===== config.mk =====
export PLATFORM = sky130hd
export DESIGN_NAME = pipe_ctrl
export DESIGN_NICKNAME = d
export VERILOG_FILES = /design/src/rtl/pipe_ctrl.sv
export SDC_FILE = /design/constraint.sdc
export NUM_CORES = 1
export LEC_CHECK = 0
export CAP_MARGIN = 10
export CORE_MARGIN = 5
export CORE_UTILIZATION = 35
export CTS_BUF_LIST = sky130_fd_sc_hd__clkbuf_16
export CTS_CLUSTER_SIZE = 8
export DETAILED_ROUTE_END_ITERATION = 8
export DONT_BUFFER_PORTS = 1
export HOLD_SLACK_MARGIN = 0.15
export PLACE_DENSITY = 0.5
export SYNTH_ARGS = -nofsm -noshare
export SYNTH_HDL_FRONTEND = slang
export SYNTH_SLANG_ARGS = --single-unit
export TNS_END_PERCENT = 100

===== constraint.sdc =====
create_clock -name clk -period 3.2 [get_ports clk]
set_clock_uncertainty 0.15 [all_clocks]
set_input_delay 0.64 -clock clk [delete_from_list [all_inputs] [get_ports clk]]
set_output_delay 0.64 -clock clk [all_outputs]
set_load 0.01 [all_outputs]

===== src/rtl/pipe_ctrl.sv =====
// Control pipeline for a four-stage CPU datapath: decodes instructions on entry to D,
// carries their controls through E/M/W, stalls on RAW hazards and squashes on taken beq.
module pipe_ctrl (
  input  logic        clk,
  input  logic        reset,
  input  logic [31:0] instr,
  input  logic        instr_valid,
  output logic        instr_ready,
  input  logic        zero,
  output logic [4:0]  id_rs,
  output logic [4:0]  id_rt,
  output logic [4:0]  id_rd,
  output logic [15:0] id_imm16,
  output logic        id_alu_source,
  output logic        id_branch,
  output logic [1:0]  ex_alu_ctrl,
  output logic        mem_mem_write,
  output logic        wb_reg_write,
  output logic        wb_mem_to_reg,
  output logic [4:0]  wb_write_addr,
  output logic        branch_taken,
  output logic        illegal
);

  typedef struct packed {
    logic        valid;
    logic [4:0]  rs;
    logic [4:0]  rt;
    logic [4:0]  rd;
    logic [15:0] imm16;
    logic        alu_source;
    logic        branch;
    logic [1:0]  alu_ctrl;
    logic        mem_write;
    logic        reg_write;
    logic        mem_to_reg;
    logic [4:0]  write_addr;
    logic        reads_rs;
    logic        reads_rt;
  } dstage_t;

  dstage_t    d_stage, dec;
  logic       d_illegal, dec_illegal;

  logic       e_valid, e_branch, e_mem_write, e_reg_write, e_mem_to_reg;
  logic [1:0] e_alu_ctrl;
  logic [4:0] e_write_addr;

  logic       m_valid, m_mem_write, m_reg_write, m_mem_to_reg;
  logic [4:0] m_write_addr;

  logic       w_reg_write, w_mem_to_reg;
  logic [4:0] w_write_addr;

  logic       stall;
  logic [5:0] opcode;
  logic [5:0] funct;

  assign opcode = instr[31:26];
  assign funct  = instr[5:0];

  always_comb begin
    dec             = '0;
    dec_illegal     = 1'b0;
    dec.valid       = 1'b1;
    dec.rs          = instr[25:21];
    dec.rt          = instr[20:16];
    dec.rd          = instr[15:11];
    dec.imm16       = instr[15:0];
    dec.reads_rs    = 1'b1;
    case (opcode)
      6'b000000: begin
        dec.reads_rt   = 1'b1;
        dec.reg_write  = 1'b1;
        dec.write_addr = instr[15:11];
        case (funct)
          6'b100000: dec.alu_ctrl = 2'b00;
          6'b100010: dec.alu_ctrl = 2'b01;
          6'b100100: dec.alu_ctrl = 2'b10;
          6'b100101: dec.alu_ctrl = 2'b11;
          default:   dec_illegal  = 1'b1;
        endcase
      end
      6'b001000: begin
        dec.alu_source = 1'b1;
        dec.reg_write  = 1'b1;
        dec.write_addr = instr[20:16];
      end
      6'b100011: begin
        dec.alu_source = 1'b1;
        dec.reg_write  = 1'b1;
        dec.mem_to_reg = 1'b1;
        dec.write_addr = instr[20:16];
      end
      6'b101011: begin
        dec.reads_rt   = 1'b1;
        dec.alu_source = 1'b1;
        dec.mem_write  = 1'b1;
      end
      6'b000100: begin
        dec.reads_rt = 1'b1;
        dec.branch   = 1'b1;
        dec.alu_ctrl = 2'b01;
      end
      default: dec_illegal = 1'b1;
    endcase
    // Writes to $0 are discarded, so they never count as a producer.
    if (dec.write_addr == 5'd0)
      dec.reg_write = 1'b0;
    if (dec_illegal)
      dec = '0;
  end

  function automatic logic pending_write(input logic [4:0] src,
                                         input logic ev, input logic ew, input logic [4:0] ea,
                                         input logic mv, input logic mw, input logic [4:0] ma);
    return (src != 5'd0) && ((ev && ew && (ea == src)) || (mv && mw && (ma == src)));
  endfunction

  // W is not checked: the register file writes on the opposite edge.
  assign stall = d_stage.valid &&
                 ((d_stage.reads_rs && pending_write(d_stage.rs, e_valid, e_reg_write, e_write_addr,
                                                     m_valid, m_reg_write, m_write_addr)) ||
                  (d_stage.reads_rt && pending_write(d_stage.rt, e_valid, e_reg_write, e_write_addr,
                                                     m_valid, m_reg_write, m_write_addr)));

  assign branch_taken = e_valid & e_branch & zero;
  assign instr_ready  = ~stall & ~branch_taken;

  always_ff @(posedge clk or posedge reset) begin
    if (reset) begin
      d_stage      <= '0;
      d_illegal    <= 1'b0;
      e_valid      <= 1'b0;
      e_branch     <= 1'b0;
      e_mem_write  <= 1'b0;
      e_reg_write  <= 1'b0;
      e_mem_to_reg <= 1'b0;
      e_alu_ctrl   <= 2'b00;
      e_write_addr <= 5'd0;
      m_valid      <= 1'b0;
      m_mem_write  <= 1'b0;
      m_reg_write  <= 1'b0;
      m_mem_to_reg <= 1'b0;
      m_write_addr <= 5'd0;
      w_reg_write  <= 1'b0;
      w_mem_to_reg <= 1'b0;
      w_write_addr <= 5'd0;
    end else begin
      w_reg_write  <= m_reg_write;
      w_mem_to_reg <= m_mem_to_reg;
      w_write_addr <= m_write_addr;
      m_valid      <= e_valid;
      m_mem_write  <= e_mem_write;
      m_reg_write  <= e_reg_write;
      m_mem_to_reg <= e_mem_to_reg;
      m_write_addr <= e_write_addr;
      // A stalled D or a squashed younger instruction leaves a bubble in E.
      if (stall || branch_taken) begin
        e_valid      <= 1'b0;
        e_branch     <= 1'b0;
        e_mem_write  <= 1'b0;
        e_reg_write  <= 1'b0;
        e_mem_to_reg <= 1'b0;
        e_alu_ctrl   <= 2'b00;
        e_write_addr <= 5'd0;
      end else begin
        e_valid      <= d_stage.valid;
        e_branch     <= d_stage.branch;
        e_mem_write  <= d_stage.mem_write;
        e_reg_write  <= d_stage.reg_write;
        e_mem_to_reg <= d_stage.mem_to_reg;
        e_alu_ctrl   <= d_stage.alu_ctrl;
        e_write_addr <= d_stage.write_addr;
      end
      if (branch_taken) begin
        d_stage   <= '0;
        d_illegal <= 1'b0;
      end else if (!stall) begin
        if (instr_valid) begin
          d_stage   <= dec;
          d_illegal <= dec_illegal;
        end else begin
          d_stage   <= '0;
          d_illegal <= 1'b0;
        end
      end
    end
  end

  assign id_rs         = d_stage.rs;
  assign id_rt         = d_stage.rt;
  assign id_rd         = d_stage.rd;
  assign id_imm16      = d_stage.imm16;
  assign id_alu_source = d_stage.alu_source;
  assign id_branch     = d_stage.branch;
  assign illegal       = d_illegal;
  assign ex_alu_ctrl   = e_alu_ctrl;
  assign mem_mem_write = m_mem_write;
  assign wb_reg_write  = w_reg_write;
  assign wb_mem_to_reg = w_mem_to_reg;
  assign wb_write_addr = w_write_addr;

endmodule


Word-level counts from Yosys, hierarchy flattened
Index checks and enable logic that the tools add are counted.
{"block": "word_totals", "reg_bits": 75, "inputBits": 36, "output_inout_bits": 46, "wordCells": 99}
{"block": "op_classes", "n_eq_ne": 13, "mux": 26, "bitwise_logic": 5, "reduce_logical": 25}
{"op": "$mux 46", "count": 4}
{"op": "$eq 6x6->1 const B", "count": 6}
{"op": "$eq 5x5->1", "count": 4}
{"op": "$mux 1", "count": 16}
{"op": "$logic_and 1x1->1", "count": 11}
{"op": "$pmux 5 s2", "count": 1}
{"op": "$reduce_bool 5->1", "count": 2}
{"op": "$reduce_or 3->1", "count": 3}
{"op": "$reduce_or 4->1", "count": 2}
{"op": "$eq 6x3->1 const B", "count": 1}
{"op": "$eq 6x4->1 const B", "count": 1}
{"op": "$logic_not 6->1", "count": 1}
{"op": "$pmux 2 s3", "count": 1}
{"op": "$logic_not 5->1", "count": 1}
{"op": "$mux 5", "count": 1}
{"op": "$logic_or 1x1->1", "count": 4}
{"op": "$pmux 2 s2", "count": 1}
{"op": "$and 1x1->1", "count": 3}
{"op": "$mux 2", "count": 1}
{"op": "$ne 2x2->1 const B", "count": 1}
{"op": "$not 1->1", "count": 2}
{"op": "$pmux 1 s2", "count": 1}
{"op": "$reduce_or 2->1", "count": 1}

Longest topological paths before layout
{"block": "logic_depth", "depth_word": 9, "mapped_depth": 7, "ltp_nobuf": 5}

Worst setup path before layout
Ideal clock, no wire load.
{"block": "synth_path", "path_type": "flip-flop to output port", "from": "register d_stage, in the netlist id_rt[0]", "to": "output instr_ready", "t_arrival_ns": 1.733, "slack_ns": 0.677, "stages_incl_launch_ff": 7, "n_path_buf": 2, "cell_sequence": "dfrtp_1 or3_1 o311a_1 a32oi_1 buf_2 buf_4 and2_1"}
{"block": "synth_between", "elab_chain_cells": 9, "word_cells_on_any_way": 12}
{"item": "start: declaration", "line": "42", "text": "dstage_t d_stage, dec;"}
{"item": "start signal: assignment", "line": "132", "text": "d_stage <= '0;"}
{"item": "start signal: assignment", "line": "177", "text": "d_stage <= '0;"}
{"item": "start signal: assignment", "line": "181", "text": "d_stage <= dec;"}
{"item": "$eq 5x5->1", "line": "117", "text": "return (src != 5'd0) && ((ev && ew && (ea == src)) || (mv && mw && (ma == src)));"}
{"item": "$logic_and 1x1->1", "line": "117"}
{"item": "$logic_or 1x1->1", "line": "117"}
{"item": "$logic_and 1x1->1 (*)", "line": "117"}
{"item": "$logic_and 1x1->1 (*)", "line": "124", "text": "(d_stage.reads_rt && pending_write(d_stage.rt, e_valid, e_reg_write, e_write_addr,"}
{"item": "$logic_or 1x1->1 (*)", "line": "123", "text": "m_valid, m_reg_write, m_write_addr)) ||"}
{"item": "$logic_and 1x1->1 (*)", "line": "121", "text": "assign stall = d_stage.valid &&"}
{"item": "$not 1->1 (*)", "line": "128", "text": "assign instr_ready = ~stall & ~branch_taken;"}
{"item": "$and 1x1->1 (*)", "line": "128"}
{"item": "end: declaration", "line": "8", "text": "output logic instr_ready,"}
Every way passes the cells marked *; elsewhere a longest branch is shown, timed or not.

Worst setup path in the final report
Ends and elaborated chain as after synthesis.

==> results.toml <==
[detailed_routing]
wirelength_um = 7980
drt_iter0_drc = 130
route.detailed.vias_per_inst = 5.03
ant_nets = 0
routedWlPerCell_um = 18.5
first_pass_iters = 4
via_count = 2171
drc = 0

[grt]
grt_use_met1 = 0.184
antenna_found_initial = 0
grt_max_degree = 54
grt_util_met3 = 0.0592
grt_pass1_vias = 2210
gr-usage-all-layers = 0.142
grt_use_met2 = 0.215
grt_pass1_wl_um = 12600
top_usage_layer = "met2"
overflow = 0

[worst_setup_path]
cp-startpoint = "id_rt[0]"
cp_num_cells = 4
rr_startpoint = "id_rt[0]"
arrival_ps = 2090
cp_slowest_cell = "dfrtp_1"
cp.required_ps = 2410
crit_type = "reg -> out"
cp-end-kind = "output port"
critical_path.cell_chain = "or3_1 > o311a_1 > a32oi_4 > and2_1"
slowest_delay_ps = 500
cp_num_buf_inv = 0
worst_setup_path_start_kind = "register"
reg2regPathDepth = 5
crit_family = "simple AND/OR/NAND/NOR gates"
cp_max_fo = 5

[layout]
area_delta_synth_final_pct = 7.22
num-fill-cells = 953
layout-drive-gt1-share = 0.110
diodes = 0
top_register = "d_stage"
fin_nets = 330
fin_area_um2 = 3700
largest_reg_flops = 12

[place]
io_buffer_count = 0
hpwl_um = 5540
place_area_um2 = 3360
routabilityCongestion = 0.799

[clocking]
post_cts_buffers = 0
htreeDepth = 3
ctsResizeCount = 0
cts_tree = "done"
clock_path_buffers = 2
cts_inserted_buffers = 9
cts.sinks = 69
path_clk_slew_ps = 60
cts_root_buf = "clkbuf_16"
holdBufCountCts = 1
clock_latency_ps = 330

[floorplan]
start_util = 0.356
coreArea_um2 = 9680
ios = 82
fp.dieH_um = 109
fp.dieArea_um2 = 11900
rows = 36
die_w_um = 109

[yosys]
yosysMostFrequentCell = "dfrtp_1"
synthTopCellsByArea = "dfrtp_1 (50%), mux2i_1 (12%), buf_4 (7.6%)"
yosys.area.top_type = "dfrtp_1"
syn_nets = 361
synthArstFlopShare = 1.00
yosysSeqAreaShare = 0.501
syn_area_per_cell_um2 = 10.6
synth_seq_cells = 69
yosysWarnings = 0
syn-cell-area_um2 = 3450
synth.top_cells.by_count = "dfrtp_1 (69), nand2_1 (45), mux2i_1 (40)"
synth_ff_type = "dfrtp_1"
synthDistinctLibCells = 38
synth_cells = 325
synth-edff-count = 0
synth_top_area_frac = 0.501

[sta]
relSlewSlack = 0.602
rsz0062_at_grt = "false"
fmax_mhz = 347
final_period_minus_worst_setup_slack_ps = 2880
finalHoldViolations = 0
tns_ps = 0
slew_violations = 0
fin_crit_sh = 0.900
worst_pin_slew_ps = 594
whs_ps = 195
setup_viol_count_final = 0

[min_path]
holdPathStages = 0
min-delay-start = "m_mem_to_reg"
worstHoldPathType = "reg -> reg"

[pwr]
power_density_nw_per_um2 = 548
leakage_nw = 1.80
ir_worst_vdd_v = 0.000254
power_mw = 2.02

[status]
status = "finished, final reports clean"

[job]
drv.max_cap_violation_count = 0
-- path summary, 6_finish.rpt --
path / endpoint / slack (ps)
max: instr_ready / 320
min: wb_mem_to_reg / 200
max reg2reg: id_imm16[6] / 810
min reg2reg: wb_mem_to_reg / 200
max in group asynchronous: wb_write_addr[2] / 1500
min in group asynchronous: wb_write_addr[0] / 660
-- layout by cell type (no fill, tap or decap), types with 3 or more instances in the layout --
| cell | count |
|---|---|
| nor3_1 | 3 |
| dfrtp_1 | 69 |
| nor2b_1 | 10 |
| nand4_1 | 7 |
| xnor2_1 | 20 |
| buf_4 | 4 |
| nand2_1 | 45 |
| nand3_1 | 38 |
| a22o_1 | 6 |
| nor2_1 | 6 |
| mux2i_1 | 40 |
| clkbuf_16 | 9 |
-- metal layers --
metal,wire (um),up-vias
met5,0,-
met4,63,0
met3,577,4
met2,3850,64
met1,3490,1081
li1,-,1022
-- where the power goes --
group	switching, mW	leakage, nW	total [mW]	internal (mW)
combinational	0.0439	0.689	0.0658	0.0219
clock	0.384	0.152	1.07	0.684
sequential	0.0103	0.960	0.890	0.879
-- per-stage QoR --
step	setup WS [ps]	utilization	std cells
floorplan	670	-	325
global placement	653	0.347	415
detailed placement	652	0.347	415
CTS	290	0.382	432
global route	253	0.382	432
finish	320	0.382	432
-- kinds of logic (layout without fill, tap and decap cells) --
kind of cell              Yosys count  after routing  share of synthesized area
muxes                              41             41                      0.119
and+or+nand+nor                   127            127                      0.186
xor gates and xnor gates           20             20                     0.0508
buffers and inverters              51             25                      0.102
DFF                                69             69                      0.501
AOI/OAI and AO/OA                  17             17                     0.0407
-- area by class of cell --
| cell class | instances | area [um^2] | share of cell area |
|---|---|---|---|
| Inverter | 2 | 7.51 | 0.00203 |
| Sequential cell | 69 | 1730 | 0.467 |
| Tap cell | 133 | 166 | 0.0450 |
| Timing Repair Buffer | 7 | 80.1 | 0.0217 |
| Clock inverter | 7 | 97.6 | 0.0264 |
| Multi-Input combinational cell | 205 | 1390 | 0.377 |
| Clock buffer | 9 | 225 | 0.0609 |
Power figures use the tool's default switching activity.
